`config.mk`:
```
export PLATFORM = sky130hd
export DESIGN_NAME = ram_port_arbiter_flat
export DESIGN_NICKNAME = d
export VERILOG_FILES = /design/src/rtl/ram_port_arbiter_pkg.sv /design/src/rtl/ram_port_arbiter_if.sv /design/src/rtl/ram_port_arbiter_rd_tag_pipe.sv /design/src/rtl/ram_port_arbiter.sv /design/src/flat_wrapper.sv
export SDC_FILE = /design/constraint.sdc
export NUM_CORES = 1
export LEC_CHECK = 0
export CAP_MARGIN = 10
export CORE_MARGIN = 1.5
export CORE_UTILIZATION = 38
export DETAILED_ROUTE_END_ITERATION = 6
export GPL_TIMING_DRIVEN = 0
export PLACE_DENSITY = 0.77
export SYNTH_ARGS = -nofsm -noshare
export SYNTH_HDL_FRONTEND = slang
export SYNTH_SLANG_ARGS = --single-unit
```
`constraint.sdc`:
```
create_clock -name clk -period 1.44 [get_ports clk]
set_input_delay 0.144 -clock clk [delete_from_list [all_inputs] [get_ports clk]]
set_output_delay 0.144 -clock clk [all_outputs]
set_load 0.03 [all_outputs]
```
`src/rtl/ram_port_arbiter_pkg.sv`:
```
// ----------------------------------------------------------------------------
// ram_port_arbiter_pkg
//   Shared types and defaults for the message-RAM port arbiter.
//   - owner_e  : which requester a RAM read belongs to (host / modem)
//   - state_e  : arbitration mode (idle round-robin / transmit priority)
//   - rd_tag_t : entry of the read-return tag pipeline
// ----------------------------------------------------------------------------
package ram_port_arbiter_pkg;

   localparam int DEF_ADDR_W = 10;
   localparam int DEF_DATA_W = 8;

   typedef enum logic {
      OWN_HOST  = 1'b0,
      OWN_MODEM = 1'b1
   } owner_e;

   typedef enum logic {
      ST_IDLE = 1'b0,
      ST_TX   = 1'b1
   } state_e;

   typedef struct packed {
      logic   vld;
      owner_e own;
   } rd_tag_t;

endpackage

```
`src/rtl/ram_port_arbiter_if.sv`:
```
// ----------------------------------------------------------------------------
// ram_port_arbiter_if
//   Bundles every signal between the arbiter, its two requesters and the RAM.
//   modport slave  : arbiter view (requests/RAM read data in, grants/RAM cmd out)
//   modport master : environment view (control, signal_gen, RAM macro)
//   Host port  : h_req/h_we/h_addr/h_wdata -> h_gnt/h_err/h_rvalid/h_rdata
//   Modem port : m_req/m_addr              -> m_gnt/m_rvalid/m_rdata
//   RAM port   : ram_en/ram_we/ram_addr/ram_wdata <- ram_rdata
//   tx_active  : modem transmission in progress (selects arbitration mode)
// ----------------------------------------------------------------------------
interface ram_port_arbiter_if
   import ram_port_arbiter_pkg::*;
#(
   parameter int ADDR_W = DEF_ADDR_W,
   parameter int DATA_W = DEF_DATA_W
);
   logic              tx_active;

   logic              h_req;
   logic              h_we;
   logic [ADDR_W-1:0] h_addr;
   logic [DATA_W-1:0] h_wdata;
   logic              h_gnt;
   logic              h_err;
   logic              h_rvalid;
   logic [DATA_W-1:0] h_rdata;

   logic              m_req;
   logic [ADDR_W-1:0] m_addr;
   logic              m_gnt;
   logic              m_rvalid;
   logic [DATA_W-1:0] m_rdata;

   logic              ram_en;
   logic              ram_we;
   logic [ADDR_W-1:0] ram_addr;
   logic [DATA_W-1:0] ram_wdata;
   logic [DATA_W-1:0] ram_rdata;

   modport slave (
      input  tx_active,
      input  h_req, h_we, h_addr, h_wdata,
      output h_gnt, h_err, h_rvalid, h_rdata,
      input  m_req, m_addr,
      output m_gnt, m_rvalid, m_rdata,
      output ram_en, ram_we, ram_addr, ram_wdata,
      input  ram_rdata
   );

   modport master (
      output tx_active,
      output h_req, h_we, h_addr, h_wdata,
      input  h_gnt, h_err, h_rvalid, h_rdata,
      output m_req, m_addr,
      input  m_gnt, m_rvalid, m_rdata,
      input  ram_en, ram_we, ram_addr, ram_wdata,
      output ram_rdata
   );

endinterface

```
`src/rtl/ram_port_arbiter_rd_tag_pipe.sv`:
```
// ----------------------------------------------------------------------------
// ram_rd_tag_pipe
//   Shift register of {valid, owner} that follows each RAM read from grant to
//   data return, steering the read-data-valid strobe to the right requester.
//   Stage 0 is loaded at the end of the grant cycle (alongside the registered
//   RAM command); the last stage lines up with RAM read data.
//   Ports: clk, reset_n (async low), push (tag of this cycle's grant),
//          h_rvalid / m_rvalid (read data valid for host / modem).
// ----------------------------------------------------------------------------
module ram_rd_tag_pipe
   import ram_port_arbiter_pkg::*;
#(
   parameter int DEPTH = 2
) (
   input  logic    clk,
   input  logic    reset_n,
   input  rd_tag_t push,
   output logic    h_rvalid,
   output logic    m_rvalid
);

   logic [DEPTH-1:0] vld_pipe;
   owner_e           own_pipe [DEPTH];

   // Clearing valid bits on reset drops every read still in flight.
   always_ff @(posedge clk or negedge reset_n) begin
      if (!reset_n) begin
         vld_pipe <= '0;
         for (int i = 0; i < DEPTH; i++) own_pipe[i] <= OWN_HOST;
      end else begin
         vld_pipe[0] <= push.vld;
         own_pipe[0] <= push.own;
         for (int i = 1; i < DEPTH; i++) begin
            vld_pipe[i] <= vld_pipe[i-1];
            own_pipe[i] <= own_pipe[i-1];
         end
      end
   end

   assign h_rvalid = vld_pipe[DEPTH-1] & (own_pipe[DEPTH-1] == OWN_HOST);
   assign m_rvalid = vld_pipe[DEPTH-1] & (own_pipe[DEPTH-1] == OWN_MODEM);

endmodule

```
`src/rtl/ram_port_arbiter.sv`:
```
// ----------------------------------------------------------------------------
// ram_port_arbiter
//   Shares the single-port message RAM between the SPI host port (read/write)
//   and the modem reader (read only).
//   - Idle (tx_active=0): round-robin on conflict, lone requester wins.
//   - Transmit: modem wins conflicts; a host that has lost STARVE_MAX
//     consecutive cycles wins once. Host writes are acknowledged with h_err
//     and never reach the RAM, so the frame being sent cannot change.
//   Grants are combinational in the request cycle; the RAM command is
//   registered and appears the cycle after. Read data is returned
//   RD_LATENCY cycles after the command with the owner's rvalid strobe.
//   Ports: clk, reset_n (async low), bus (ram_port_arbiter_if.slave).
// ----------------------------------------------------------------------------
module ram_port_arbiter
   import ram_port_arbiter_pkg::*;
#(
   parameter int ADDR_W     = DEF_ADDR_W,
   parameter int DATA_W     = DEF_DATA_W,
   parameter int RD_LATENCY = 1,
   parameter int STARVE_MAX = 8
) (
   input  logic                   clk,
   input  logic                   reset_n,
   ram_port_arbiter_if.slave      bus
);

   localparam int CNT_W = $clog2(STARVE_MAX + 1);

   state_e            state;
   owner_e            last_winner;
   logic [CNT_W-1:0]  starve_cnt;

   logic              host_win;
   logic              host_gnt;
   logic              modem_gnt;
   logic              wr_reject;
   logic              issue;
   logic [ADDR_W-1:0] addr_nxt;
   rd_tag_t           tag_push;
   logic              h_rv;
   logic              m_rv;

   // ---------------------------------------------------------------------
   // Arbitration uses the registered mode, so a tx_active edge only changes
   // the policy from the following cycle.
   // ---------------------------------------------------------------------
   always_comb begin
      host_win = 1'b0;
      if (bus.h_req && bus.m_req) begin
         if (state == ST_TX)
            host_win = (starve_cnt == CNT_W'(STARVE_MAX));
         else
            host_win = (last_winner == OWN_MODEM);
      end else begin
         host_win = bus.h_req;
      end
   end

   // Grants are gated by reset so nothing is acknowledged while held in reset.
   assign host_gnt  = reset_n & bus.h_req & host_win;
   assign modem_gnt = reset_n & bus.m_req & ~host_win;
   assign wr_reject = host_gnt & bus.h_we & (state == ST_TX);
   assign issue     = (host_gnt & ~wr_reject) | modem_gnt;
   assign addr_nxt  = host_gnt ? bus.h_addr : bus.m_addr;

   assign tag_push.vld = modem_gnt | (host_gnt & ~bus.h_we);
   assign tag_push.own = host_gnt ? OWN_HOST : OWN_MODEM;

   assign bus.h_gnt = host_gnt;
   assign bus.m_gnt = modem_gnt;
   assign bus.h_err = wr_reject;

   // ---------------------------------------------------------------------
   // Mode FSM, fairness state and registered RAM command.
   // ---------------------------------------------------------------------
   always_ff @(posedge clk or negedge reset_n) begin
      if (!reset_n) begin
         state         <= ST_IDLE;
         last_winner   <= OWN_MODEM;
         starve_cnt    <= '0;
         bus.ram_en    <= 1'b0;
         bus.ram_we    <= 1'b0;
         bus.ram_addr  <= '0;
         bus.ram_wdata <= '0;
      end else begin
         state <= bus.tx_active ? ST_TX : ST_IDLE;

         // A rejected write still counts as a host grant for fairness.
         if (host_gnt)
            last_winner <= OWN_HOST;
         else if (modem_gnt)
            last_winner <= OWN_MODEM;

         // Counts only consecutive host losses while transmitting.
         if (state == ST_IDLE || !bus.h_req || host_gnt)
            starve_cnt <= '0;
         else if (starve_cnt != CNT_W'(STARVE_MAX))
            starve_cnt <= starve_cnt + CNT_W'(1);

         bus.ram_en <= issue;
         bus.ram_we <= host_gnt & bus.h_we & ~wr_reject;

         // Address/data hold their last values on idle cycles.
         if (issue)
            bus.ram_addr <= addr_nxt;
         if (host_gnt && bus.h_we && !wr_reject)
            bus.ram_wdata <= bus.h_wdata;
      end
   end

   // ---------------------------------------------------------------------
   // Read return: tag stage 0 lines up with the command, so RD_LATENCY more
   // stages bring it to the cycle the RAM presents data.
   // ---------------------------------------------------------------------
   ram_rd_tag_pipe #(
      .DEPTH (RD_LATENCY + 1)
   ) u_tag_pipe (
      .clk      (clk),
      .reset_n  (reset_n),
      .push     (tag_push),
      .h_rvalid (h_rv),
      .m_rvalid (m_rv)
   );

   assign bus.h_rvalid = h_rv;
   assign bus.m_rvalid = m_rv;
   assign bus.h_rdata  = h_rv ? bus.ram_rdata : {DATA_W{1'b0}};
   assign bus.m_rdata  = m_rv ? bus.ram_rdata : {DATA_W{1'b0}};

endmodule

```
`src/flat_wrapper.sv`:
```
// flat-port wrapper written by rule: the top's interface ports become plain ports
module ram_port_arbiter_flat import ram_port_arbiter_pkg::*;
#(
   parameter int ADDR_W     = DEF_ADDR_W,
   parameter int DATA_W     = DEF_DATA_W,
   parameter int RD_LATENCY = 1,
   parameter int STARVE_MAX = 8
)
  (clk, reset_n, bus_tx_active, bus_h_req, bus_h_we, bus_h_addr, bus_h_wdata, bus_h_gnt, bus_h_err, bus_h_rvalid, bus_h_rdata, bus_m_req, bus_m_addr, bus_m_gnt, bus_m_rvalid, bus_m_rdata, bus_ram_en, bus_ram_we, bus_ram_addr, bus_ram_wdata, bus_ram_rdata);
  ram_port_arbiter_if #(.ADDR_W(ADDR_W), .DATA_W(DATA_W)) bus_i ();
  input  logic clk;
  input  logic reset_n;
  input wire logic [$bits(bus_i.tx_active)-1:0] bus_tx_active;
  input wire logic [$bits(bus_i.h_req)-1:0] bus_h_req;
  input wire logic [$bits(bus_i.h_we)-1:0] bus_h_we;
  input wire logic [$bits(bus_i.h_addr)-1:0] bus_h_addr;
  input wire logic [$bits(bus_i.h_wdata)-1:0] bus_h_wdata;
  output wire logic [$bits(bus_i.h_gnt)-1:0] bus_h_gnt;
  output wire logic [$bits(bus_i.h_err)-1:0] bus_h_err;
  output wire logic [$bits(bus_i.h_rvalid)-1:0] bus_h_rvalid;
  output wire logic [$bits(bus_i.h_rdata)-1:0] bus_h_rdata;
  input wire logic [$bits(bus_i.m_req)-1:0] bus_m_req;
  input wire logic [$bits(bus_i.m_addr)-1:0] bus_m_addr;
  output wire logic [$bits(bus_i.m_gnt)-1:0] bus_m_gnt;
  output wire logic [$bits(bus_i.m_rvalid)-1:0] bus_m_rvalid;
  output wire logic [$bits(bus_i.m_rdata)-1:0] bus_m_rdata;
  output wire logic [$bits(bus_i.ram_en)-1:0] bus_ram_en;
  output wire logic [$bits(bus_i.ram_we)-1:0] bus_ram_we;
  output wire logic [$bits(bus_i.ram_addr)-1:0] bus_ram_addr;
  output wire logic [$bits(bus_i.ram_wdata)-1:0] bus_ram_wdata;
  input wire logic [$bits(bus_i.ram_rdata)-1:0] bus_ram_rdata;
  assign bus_i.tx_active = bus_tx_active;
  assign bus_i.h_req = bus_h_req;
  assign bus_i.h_we = bus_h_we;
  assign bus_i.h_addr = bus_h_addr;
  assign bus_i.h_wdata = bus_h_wdata;
  assign bus_h_gnt = bus_i.h_gnt;
  assign bus_h_err = bus_i.h_err;
  assign bus_h_rvalid = bus_i.h_rvalid;
  assign bus_h_rdata = bus_i.h_rdata;
  assign bus_i.m_req = bus_m_req;
  assign bus_i.m_addr = bus_m_addr;
  assign bus_m_gnt = bus_i.m_gnt;
  assign bus_m_rvalid = bus_i.m_rvalid;
  assign bus_m_rdata = bus_i.m_rdata;
  assign bus_ram_en = bus_i.ram_en;
  assign bus_ram_we = bus_i.ram_we;
  assign bus_ram_addr = bus_i.ram_addr;
  assign bus_ram_wdata = bus_i.ram_wdata;
  assign bus_i.ram_rdata = bus_ram_rdata;
  ram_port_arbiter #(.ADDR_W(ADDR_W), .DATA_W(DATA_W), .RD_LATENCY(RD_LATENCY), .STARVE_MAX(STARVE_MAX)) u_core (.clk(clk), .reset_n(reset_n), .bus(bus_i));
endmodule
```
==> reports/qor.yml <==
status: "finished, violations left"
violations: "setup timing"
whs_path_depth: 1
antenna_found_initial: 0
ys_ff_latch: 30
cts_buffers: 5
vdd_drop_max_mv: 0.560
hold_violations: 0
ant_nets: 0
crit_required_ns: 1.30
period_needed_ns: 1.80
initial_core_util: 0.393
drc_errors: 0
core-area_um2: 4720
power_frac_seq: 0.352
dpl.hpwl_mm: 3.86
pwr_density_cell_nw_per_um2: 917
hold_path_class: "input port to flip-flop"
worstMarginPinSlew_ns: 0.746
fillers: 377
viasPerCell: 5.45
max_freq_mhz: 556
cts_max_level: 2
vias: 1950
p_sw_frac: 0.325
synth_area_per_cell_um2: 10.2
dr.first_iter.drc_count: 49
arrival_ns: 1.66
grt_overflow_total: 0
dr.pass1.iters: 4
syn-num-nets: 226
synth_cell_type_count: 38
grt.total_usage: 0.209
drv_slew: 0
setup_viol: 27
diodes: 0
clk_latency_ns: 0.29
p_comb_frac: 0.349
p_leak_nw: 1.39
maxCapViolCount: 0
pin_count: 83
ys_warn_count: 0
clk_pin_slew_ns: 0.06
syn2layout_area_growth_pct: 72.6
slew_headroom: 0.501
grt_pass1_vias: 1867
finalSetupTns_ns: -3.46
fin_cells: 358
yosysSeqAreaShare: 0.405
gp_congestion: 0.825
clock-sinks: 30
p_int_w: 0.00198
grt_pass1_wl_mm: 8.51
reg2regPathDepth: 6
cts.root.buffer_cell: "clkbuf_8"
critPathCaptureType: "primary output"
setup_ws_ns: -0.360
startpoint_type: "flip-flop"
nNetsFinal: 335
die_y_um: 72.9
crit_path_max_fanout: 4
dieArea_um2: 5310
wl_per_cell_um: 15.7
worstHoldStart: "bus_tx_active"
rows: 25
final_common_cell: "clkdlybuf4s50_1"
final_util: 0.679
skew_ns: 0.00438
die-width_um: 72.9
cts_tree: "done"
reg2reg_to: "u_core.starve_cnt[1]"
synth_cells: 182
cts_buffer_depth: 2
critPathKind: "flip-flop to primary output"
grt_max_degree: 18
timing.hold.ws_ns: 0.299
p_switching_w: 0.000956
clockPowerShare: 0.298
synth_area_um2: 1860
final_cell_mix: "clkdlybuf4s50_1, dfrtp_1, dlygate4sd2_1"
r2r_start: "u_core.starve_cnt[1]"
rsz0062_at_grt: "yes"
post-route-period-util: 1.25
portBuffers: 82
min_to: "u_core.state"
regToRegSetupSlack_ns: -0.26
drive_above_1_share: 0.357
finalWirelength_mm: 5.63
dp_cells: 332
-- synthesized netlist by cell type --
library cell / number / area, um^2
a21bo_2: 10 / 100
a221oi_1: 10 / 87.6
a22o_1: 1 / 8.76
a31oi_1: 10 / 62.6
and2_0: 1 / 6.26
and2_1: 11 / 68.8
and3_1: 8 / 50.1
and4b_4: 1 / 13.8
buf_2: 5 / 25.0
buf_4: 1 / 7.51
buf_6: 1 / 11.3
clkbuf_1: 12 / 45.0
clkbuf_2: 1 / 5.00
dfrtp_1: 29 / 726
dfstp_2: 1 / 26.3
ha_1: 2 / 25.0
inv_1: 6 / 22.5
mux2_1: 2 / 22.5
mux2_2: 6 / 67.6
nand2_1: 12 / 45.0
nand3_1: 1 / 5.00
nand3b_1: 1 / 7.51
nand4b_1: 11 / 96.3
nor2_1: 3 / 11.3
nor2b_1: 2 / 12.5
nor3_1: 2 / 10.0
nor4_1: 1 / 6.26
o2111a_1: 1 / 11.3
o211ai_1: 10 / 75.1
o21ai_0: 1 / 5.00
o2bb2ai_1: 1 / 8.76
o311a_1: 10 / 100
o31a_4: 1 / 17.5
o31ai_1: 2 / 15.0
o41ai_2: 1 / 16.3
or4_1: 2 / 15.0
xnor2_1: 1 / 8.76
xor2_1: 1 / 8.76
-- worst max-delay path by stage --
stage | startpoint | cells past startpoint | end
6_report | u_core.starve_cnt[1] | 7 | bus_h_err
5_1_grt | u_core.starve_cnt[0] | 7 | bus_h_err
4_1_cts | u_core.starve_cnt[1] | 7 | bus_h_err
3_5_place_dp | reset_n | 6 | bus_m_gnt
3_3_place_gp | reset_n | 6 | bus_m_gnt
2_1_floorplan | u_core.starve_cnt[0] | 5 | u_core.starve_cnt[1]
-- kinds of logic after synthesis --
group	count (synthesis)	synth area share
and+or+nand+nor	56	0.187
adders and majority gates	2	0.0135
AOI/OAI and AO/OA	58	0.274
buffers and inverters	26	0.0627
xor gates and xnor gates	2	0.00944
muxes	8	0.0485
DFF	30	0.405
-- worst max-delay path, cell delays in order (launching register included) --
cell     delay [ns]
dfrtp_1        0.36
inv_2          0.06
ha_4           0.16
and4b_4        0.21
o31a_4         0.31
inv_4          0.08
nor2_4         0.03
buf_6          0.15
-- layout make-up --
class / count / area, um^2 / share of cell area
Multi-Input combinational cell: 126 / 1090 / 0.340
Timing Repair Buffer: 102 / 998 / 0.311
Sequential cell: 30 / 754 / 0.235
Buffer: 20 / 140 / 0.0437
Tap cell: 67 / 83.8 / 0.0262
Clock buffer: 6 / 82.6 / 0.0258
Clock inverter: 1 / 30.0 / 0.00937
Inverter: 6 / 25.0 / 0.00781
-- power by group through the flow --
stage,Sequential [W],Combinational (W),Clock [W]
2_1_floorplan,0.00127,0.000332,0
3_3_place_gp,0.00105,0.00101,0
3_5_place_dp,0.00106,0.00103,0
4_1_cts,0.00104,0.00100,0.000891
5_1_grt,0.00105,0.00109,0.000930
6_report,0.00104,0.00103,0.000877
-- what timing repair did --
item	in CTS	in global routing
endpoints found under the setup margin	66	39
setup buffers	11	6
endpoints found under the hold margin	29	0
gates resized for setup	159	25
gates cloned	1	1
hold buffers	1	0
pin swaps	26	24
-- flip-flops by register name (all words and copies together), names as in the netlist --
register and cells:
u_core.state 1, u_core.u_tag_pipe.vld_pipe 2, u_core.bus.ram_we 1, u_core.bus.ram_addr 10, u_core.u_tag_pipe.own_pipe 2, u_core.bus.ram_wdata 8, u_core.starve_cnt 4, u_core.last_winner 1
u_core.bus.ram_en 1
-- per-layer routing --
metal | wire length [um] | GRT usage
met2 | 2780 | 0.356
met5 | 0 | 0
met3 | 404 | 0.0345
met4 | 75 | 0.0964
met1 | 2370 | 0.259
-- stage by stage --
| step | instance area (um^2) | worst slack, ns | power (W) |
|---|---|---|---|
| 2_1_floorplan | 1880 | -0.162 | 0.00160 |
| 3_3_place_gp | 2790 | -2.14 | 0.00207 |
| 3_5_place_dp | 2810 | -1.68 | 0.00209 |
| 4_1_cts | 3090 | -0.402 | 0.00293 |
| 5_1_grt | 3210 | -0.436 | 0.00307 |
| 6_report | 3210 | -0.360 | 0.00294 |
Power figures use the tool's default switching activity.
